<file path="src/rtl/instrumented_adder_meas.sv">
// Ring-oscillator delay measurement around an instrumented adder: settle, count ring edges over a window, report.
// Optional INSTR_ADDER_SUM_CAPTURE_EN adds sum_in/sum_q to snapshot the adder sum at the end of settling.
module instrumented_adder_meas #(
    parameter int unsigned WIDTH      = 32,
    parameter int unsigned CNT_W      = 24,
    parameter int unsigned WIN_W      = 16,
    parameter int unsigned SETTLE_CYC = 4
) (
    input  logic                     wb_clk_i,
    input  logic                     wb_rst_n,
    input  logic                     start,
    input  logic [WIDTH-1:0]         a_in,
    input  logic [WIDTH-1:0]         b_in,
    input  logic [$clog2(WIDTH)-1:0] tap_sel_in,
    input  logic [WIN_W-1:0]         window,
    input  logic                     ring_osc,
    input  logic                     result_ack,
`ifdef INSTR_ADDER_SUM_CAPTURE_EN
    input  logic [WIDTH-1:0]         sum_in,
    output logic [WIDTH-1:0]         sum_q,
`endif
    output logic [WIDTH-1:0]         a_op,
    output logic [WIDTH-1:0]         b_op,
    output logic [$clog2(WIDTH)-1:0] tap_sel,
    output logic                     ring_en,
    output logic                     busy,
    output logic [CNT_W-1:0]         result,
    output logic                     result_valid,
    output logic                     overflow
);

    localparam int unsigned TAP_W = $clog2(WIDTH);
    localparam int unsigned SC_W  = (SETTLE_CYC < 2) ? 1 : $clog2(SETTLE_CYC);
    localparam logic [SC_W-1:0] SETTLE_LAST = SC_W'(SETTLE_CYC - 1);

    typedef enum logic [1:0] {IDLE, SETTLE, COUNT, DONE} state_t;

    state_t             state_q, state_d;
    logic [WIDTH-1:0]   a_op_q, a_op_d, b_op_q, b_op_d;
    logic [TAP_W-1:0]   tap_sel_q, tap_sel_d;
    logic [WIN_W-1:0]   window_q, window_d, win_cnt_q, win_cnt_d;
    logic [SC_W-1:0]    settle_cnt_q, settle_cnt_d;
    logic [CNT_W-1:0]   edge_cnt_q, edge_cnt_d, edge_next;
    logic               run_ovf_q, run_ovf_d, ovf_next;
    logic [CNT_W-1:0]   result_q, result_d;
    logic               result_valid_q, result_valid_d;
    logic               overflow_q, overflow_d;
    logic               ring_en_q, ring_en_d;
    logic               busy_q, busy_d;
    logic [2:0]         sync_q, sync_d;
    logic               rise;
`ifdef INSTR_ADDER_SUM_CAPTURE_EN
    logic [WIDTH-1:0]   sum_cap_q, sum_cap_d;
`endif

    always_comb begin
        // sync_q[1:0] is the two-flop synchronizer, sync_q[2] the edge-detect history
        sync_d = {sync_q[1:0], ring_osc};
        rise   = sync_q[1] & ~sync_q[2];

        edge_next = edge_cnt_q;
        ovf_next  = run_ovf_q;
        if (rise && state_q == COUNT) begin
            if (edge_cnt_q == '1) begin
                ovf_next = 1'b1;
            end else begin
                edge_next = edge_cnt_q + CNT_W'(1);
            end
        end

        state_d        = state_q;
        a_op_d         = a_op_q;
        b_op_d         = b_op_q;
        tap_sel_d      = tap_sel_q;
        window_d       = window_q;
        win_cnt_d      = win_cnt_q;
        settle_cnt_d   = settle_cnt_q;
        edge_cnt_d     = edge_cnt_q;
        run_ovf_d      = run_ovf_q;
        result_d       = result_q;
        result_valid_d = result_valid_q;
        overflow_d     = overflow_q;
        ring_en_d      = ring_en_q;
        busy_d         = busy_q;
`ifdef INSTR_ADDER_SUM_CAPTURE_EN
        sum_cap_d      = sum_cap_q;
`endif

        unique case (state_q)
            IDLE: begin
                if (start) begin
                    state_d      = SETTLE;
                    a_op_d       = a_in;
                    b_op_d       = b_in;
                    tap_sel_d    = tap_sel_in;
                    window_d     = window;
                    settle_cnt_d = '0;
                    ring_en_d    = 1'b1;
                    busy_d       = 1'b1;
                end
            end
            SETTLE: begin
                settle_cnt_d = settle_cnt_q + SC_W'(1);
                if (settle_cnt_q == SETTLE_LAST) begin
                    edge_cnt_d = '0;
                    run_ovf_d  = 1'b0;
                    win_cnt_d  = '0;
`ifdef INSTR_ADDER_SUM_CAPTURE_EN
                    sum_cap_d  = sum_in;
`endif
                    if (window_q == '0) begin
                        state_d        = DONE;
                        result_d       = '0;
                        overflow_d     = 1'b0;
                        result_valid_d = 1'b1;
                        ring_en_d      = 1'b0;
                    end else begin
                        state_d = COUNT;
                    end
                end
            end
            COUNT: begin
                win_cnt_d  = win_cnt_q + WIN_W'(1);
                edge_cnt_d = edge_next;
                run_ovf_d  = ovf_next;
                // The final COUNT cycle's edge is folded into the latched result
                if (win_cnt_q == window_q - WIN_W'(1)) begin
                    state_d        = DONE;
                    result_d       = edge_next;
                    overflow_d     = ovf_next;
                    result_valid_d = 1'b1;
                    ring_en_d      = 1'b0;
                end
            end
            DONE: begin
                if (result_ack) begin
                    state_d        = IDLE;
                    result_valid_d = 1'b0;
                    busy_d         = 1'b0;
                end
            end
            default: state_d = IDLE;
        endcase
    end

    always_ff @(posedge wb_clk_i or negedge wb_rst_n) begin
        if (!wb_rst_n) begin
            state_q        <= IDLE;
            a_op_q         <= '0;
            b_op_q         <= '0;
            tap_sel_q      <= '0;
            window_q       <= '0;
            win_cnt_q      <= '0;
            settle_cnt_q   <= '0;
            edge_cnt_q     <= '0;
            run_ovf_q      <= 1'b0;
            result_q       <= '0;
            result_valid_q <= 1'b0;
            overflow_q     <= 1'b0;
            ring_en_q      <= 1'b0;
            busy_q         <= 1'b0;
            sync_q         <= '0;
`ifdef INSTR_ADDER_SUM_CAPTURE_EN
            sum_cap_q      <= '0;
`endif
        end else begin
            state_q        <= state_d;
            a_op_q         <= a_op_d;
            b_op_q         <= b_op_d;
            tap_sel_q      <= tap_sel_d;
            window_q       <= window_d;
            win_cnt_q      <= win_cnt_d;
            settle_cnt_q   <= settle_cnt_d;
            edge_cnt_q     <= edge_cnt_d;
            run_ovf_q      <= run_ovf_d;
            result_q       <= result_d;
            result_valid_q <= result_valid_d;
            overflow_q     <= overflow_d;
            ring_en_q      <= ring_en_d;
            busy_q         <= busy_d;
            sync_q         <= sync_d;
`ifdef INSTR_ADDER_SUM_CAPTURE_EN
            sum_cap_q      <= sum_cap_d;
`endif
        end
    end

    assign a_op         = a_op_q;
    assign b_op         = b_op_q;
    assign tap_sel      = tap_sel_q;
    assign ring_en      = ring_en_q;
    assign busy         = busy_q;
    assign result       = result_q;
    assign result_valid = result_valid_q;
    assign overflow     = overflow_q;
`ifdef INSTR_ADDER_SUM_CAPTURE_EN
    assign sum_q        = sum_cap_q;
`endif

endmodule

</file>
<file path="config.mk">
export PLATFORM = sky130hd
export DESIGN_NAME = instrumented_adder_meas
export DESIGN_NICKNAME = d
export VERILOG_FILES = /design/src/rtl/instrumented_adder_meas.sv
export SDC_FILE = /design/constraint.sdc
export NUM_CORES = 1
export LEC_CHECK = 0
export BUFFER_PORTS_ARGS = -buffer_cell sky130_fd_sc_hd__buf_4
export CORE_MARGIN = 2
export CORE_UTILIZATION = 30
export CTS_CLUSTER_SIZE = 10
export DETAILED_ROUTE_END_ITERATION = 12
export HOLD_SLACK_MARGIN = 0.03
export PLACE_DENSITY = 0.49
export SLEW_MARGIN = 15
export SYNTH_ARGS = -nofsm -noshare
export SYNTH_HDL_FRONTEND = slang
export SYNTH_SLANG_ARGS = --single-unit
</file>
<file path="constraint.sdc">
create_clock -name wb_clk_i -period 10.8 [get_ports wb_clk_i]
set_clock_uncertainty 0.2 [all_clocks]
set_input_delay 0.54 -clock wb_clk_i [delete_from_list [all_inputs] [get_ports wb_clk_i]]
set_output_delay 0.54 -clock wb_clk_i [all_outputs]
set_load 0.1 [all_outputs]
</file>
==> metrics.txt <==
# TYPE chip_impl_metric gauge
chip_impl_info{name="status",value="finished clean"} 1
chip_impl_metric{name="route.met3.wl",unit="um"} 1560
chip_impl_metric{name="p_leak",unit="nW"} 4.45
chip_impl_info{name="top_signal_layer_used",value="met4"} 1
chip_impl_metric{name="dr_total_vias",unit=""} 5777
chip_impl_metric{name="power_report.internal_total",unit="mW"} 1.60
chip_impl_metric{name="drc",unit=""} 0
chip_impl_metric{name="routed_via_density",unit=""} 4.77
chip_impl_metric{name="p_sw",unit="mW"} 1.85
chip_impl_metric{name="tightest_slew",unit="ps"} 932
chip_impl_info{name="clock_tree_from_tritoncts",value="yes"} 1
chip_impl_metric{name="worst-path-max-fanout",unit=""} 28
chip_impl_metric{name="clk_pin_slew_worst_paths",unit="ps"} 80
chip_impl_metric{name="drtAntennaViolNets",unit=""} 0
chip_impl_metric{name="synth.top_cell.area_share",unit=""} 0.522
chip_impl_metric{name="nets",unit=""} 968
chip_impl_metric{name="n_antenna_cell",unit=""} 0
chip_impl_metric{name="postRouteWirelength",unit="um"} 19500
chip_impl_metric{name="cp.required",unit="ps"} 10920
chip_impl_metric{name="start_util",unit=""} 0.306
chip_impl_info{name="yosys_most_used_dff",value="dfrtp_1"} 1
chip_impl_metric{name="cts_htree_levels",unit=""} 4
chip_impl_metric{name="wl_met1",unit="um"} 9060
chip_impl_metric{name="postSynth.asyncResetShare",unit=""} 1.00
chip_impl_metric{name="area.growth.synth_to_final",unit="%"} 30.2
chip_impl_metric{name="syn-num-nets",unit=""} 799
chip_impl_metric{name="multiInputGateArea",unit="sq um"} 3480
chip_impl_metric{name="slew_headroom",unit=""} 0.379
chip_impl_metric{name="io_buffers",unit=""} 186
chip_impl_info{name="r2r-start",value="window_q[0]"} 1
chip_impl_metric{name="yosys_warnings",unit=""} 0
chip_impl_metric{name="drtPass1Iterations",unit=""} 4
chip_impl_metric{name="fin_util",unit=""} 0.399
chip_impl_metric{name="final_layout_setup_total_negative_slack",unit="ps"} 0
chip_impl_metric{name="grt_start_max_net_pins",unit=""} 72
chip_impl_metric{name="drt_first_iter_violations",unit=""} 299
chip_impl_metric{name="share_of_power_burned_in_the_clock_network",unit=""} 0.183
chip_impl_metric{name="number_of_antenna_violations_at_the_first_check_in_global_routing",unit=""} 0
chip_impl_metric{name="placement_rows",unit=""} 58
chip_impl_metric{name="worst_ep_arrival_time",unit="ps"} 4020
chip_impl_info{name="root_buffer",value="clkbuf_16"} 1
chip_impl_metric{name="final.period_utilization",unit=""} 0.361
chip_impl_metric{name="comb_power_share",unit=""} 0.547
chip_impl_metric{name="power_frac_seq",unit=""} 0.270
chip_impl_info{name="rsz0062_at_grt",value="no"} 1
chip_impl_info{name="timing.critical_path.to_type",value="flip-flop"} 1
chip_impl_info{name="synth.most_common_cell",value="dfrtp_1"} 1
chip_impl_metric{name="nFillCells",unit=""} 2508
chip_impl_metric{name="gp_congestion",unit=""} 0.761
chip_impl_metric{name="ff_to_ff_path_depth",unit=""} 10
chip_impl_info{name="synth.area.top_cells",value="dfrtp_1, mux2_2, o21ai_0"} 1
chip_impl_info{name="critical_path.startpoint",value="window_q[0]"} 1
chip_impl_metric{name="cts_resized",unit=""} 0
chip_impl_info{name="hold_path_class",value="primary input to flip-flop"} 1
chip_impl_metric{name="ff_latch_area",unit="sq um"} 4030
chip_impl_metric{name="syn_avg_cell_area",unit="sq um"} 11.0
chip_impl_metric{name="synth.cell_area",unit="sq um"} 7710
chip_impl_metric{name="grt_total_usage",unit=""} 0.146
chip_impl_metric{name="grt_first_pass_wirelength",unit="um"} 31000
chip_impl_metric{name="worstSkewPairLatency",unit="ps"} 430
chip_impl_metric{name="clock.fmax",unit="GHz"} 0.256
chip_impl_metric{name="timing.hold.worst_path_depth",unit=""} 2
chip_impl_metric{name="cts_buffers",unit=""} 17
chip_impl_metric{name="netlist_instances",unit=""} 700
chip_impl_metric{name="die_height",unit="um"} 164
chip_impl_metric{name="cts_buffer_depth",unit=""} 2
chip_impl_metric{name="reg2reg_setup_slack",unit="ps"} 6900
chip_impl_metric{name="core_area",unit="sq um"} 25200
chip_impl_metric{name="p_per_area",unit="nW/um^2"} 343
chip_impl_info{name="rr_endpoint",value="state_q[1]"} 1
chip_impl_metric{name="routedWlPerCell",unit="um"} 16.1
chip_impl_metric{name="grt_overflow",unit=""} 0
chip_impl_metric{name="final_layout_size_suffix_gt1_frac",unit=""} 0.366
chip_impl_metric{name="timing_max_transition_violations_final",unit=""} 0
chip_impl_metric{name="place_ws",unit="ps"} 6810
chip_impl_info{name="ys_top_cells_by_count",value="dfrtp_1, mux2_2, o21ai_0"} 1
chip_impl_metric{name="netSwitchingFraction",unit=""} 0.536
chip_impl_info{name="critical_path_class",value="flip-flop to flip-flop"} 1
chip_impl_metric{name="dp_hpwl",unit="um"} 13700
chip_impl_metric{name="ys_ff_latch",unit=""} 161
chip_impl_metric{name="via_count_of_the_first_global_routing_pass",unit=""} 5683
chip_impl_metric{name="yosys.cell_types.count",unit=""} 60
chip_impl_metric{name="final.setup.worst_slack",unit="ps"} 6900
chip_impl_metric{name="final_hold_viols",unit=""} 0
chip_impl_metric{name="final.min_clock_period",unit="ps"} 3900
chip_impl_metric{name="dieArea",unit="sq um"} 27000
chip_impl_metric{name="cap_violations",unit=""} 0
chip_impl_info{name="hold_start",value="a_in[30]"} 1
chip_impl_info{name="timing.critical_path.from_type",value="flip-flop"} 1
chip_impl_metric{name="yosysSeqAreaShare",unit=""} 0.522
chip_impl_metric{name="met2_wirelength",unit="um"} 8690
chip_impl_metric{name="ioPinCount",unit=""} 187
chip_impl_metric{name="max-vdd-ir-drop",unit="mV"} 0.228
chip_impl_metric{name="setup_violations",unit=""} 0
chip_impl_info{name="hold_end",value="a_op[30]"} 1
chip_impl_metric{name="die_width",unit="um"} 164
chip_impl_metric{name="count_of_flip_flops_with_a_built_in_enable_after_synthesis",unit=""} 0
chip_impl_metric{name="cts_sinks",unit=""} 161
chip_impl_info{name="netlist.top_cell.by_area",value="dfrtp_1"} 1
[worst max-delay path: stages (launching register included)]
cell and delay (ps):
dfrtp_1 440, inv_1 80, ha_1 220, or4b_2 690, nor4_1 470, mux2_2 400, mux2i_1 130, o22ai_1 150
a21oi_4 570, nor4_2 100, mux2_1 320
[flip-flops by register name (all words and copies together), names as in the netlist, 2 cells and up]
register      cells
window_q         16
state_q           2
settle_cnt_q      2
sync_q            3
result           24
a_op             32
edge_cnt_q       24
tap_sel           5
b_op             32
win_cnt_q        16
[power groups by stage]
stage	clock (mW)	combinational (mW)	sequential [mW]
floorplan	0	0.500	1.91
global placement	0	1.90	0.935
detailed placement	0	1.91	0.941
CTS	0.649	1.91	0.934
global route	0.675	1.98	0.961
finish	0.629	1.89	0.931
[logic make-up (layout without fill, tap and decap cells)]
family          after synthesis  in the layout  synth area share
buf+inv                      55            237            0.0281
simple gates                196            196             0.132
fa+ha+maj                     9              9            0.0146
xor+xnor                     50             50            0.0568
flops                       161            161             0.522
compound gates              135            135             0.110
mux                          94             94             0.136
[area by class of cell]
class                      instances  area share
sequential                       161       0.401
multi-input combinational        484       0.347
timing repair buffer             194       0.146
clock buffer                      17      0.0424
tap                              330      0.0411
clock inverter                    15      0.0187
inverter                          11     0.00411
[placed cells by master (no fill, tap or decap), drive strengths merged, types with 12 or more instances in the layout]
cell type | Yosys | final
buf | 8 | 192
dfrtp | 161 | 161
mux2 | 87 | 87
o21ai | 61 | 61
nand2 | 55 | 55
nor2 | 37 | 37
xor2 | 30 | 30
o31ai | 23 | 23
a21oi | 23 | 23
xnor2 | 20 | 20
nor3 | 19 | 19
inv | 11 | 19
clkbuf | 36 | 17
nand4 | 14 | 14
nand3 | 12 | 12
[repair_timing]
action	CTS	global route
hold buffers	2	0
setup buffers	0	0
setup endpoints to repair	0	0
endpoints found under the hold margin	38	0
[per-layer routing]
layer  vias to the layer above  global-route usage
met4                         0              0.0383
met1                      2765               0.201
met5                         -                   0
met3                         9              0.0583
met2                       160               0.214
li1                       2843                   -
[how the worst max path moves through the flow]
stage,endpoint,slack (ps)
detailed placement,state_q[1],6810
global route,state_q[1],6550
CTS,state_q[1],6780
finish,state_q[1],6900
floorplan,result[12],7410
global placement,state_q[1],6520
[metrics by stage]
stage | std cells | hold slack [ps] | power (mW) | instance area, sq um
2_1_floorplan | 700 | 44.4 | 2.41 | 7710
3_3_place_gp | 1178 | 138 | 2.84 | 9400
3_5_place_dp | 1178 | 148 | 2.85 | 9410
4_1_cts | 1212 | 115 | 3.49 | 10000
5_1_grt | 1212 | 105 | 3.62 | 10000
6_report | 1212 | 134 | 3.45 | 10000
Power figures use the tool's default switching activity.
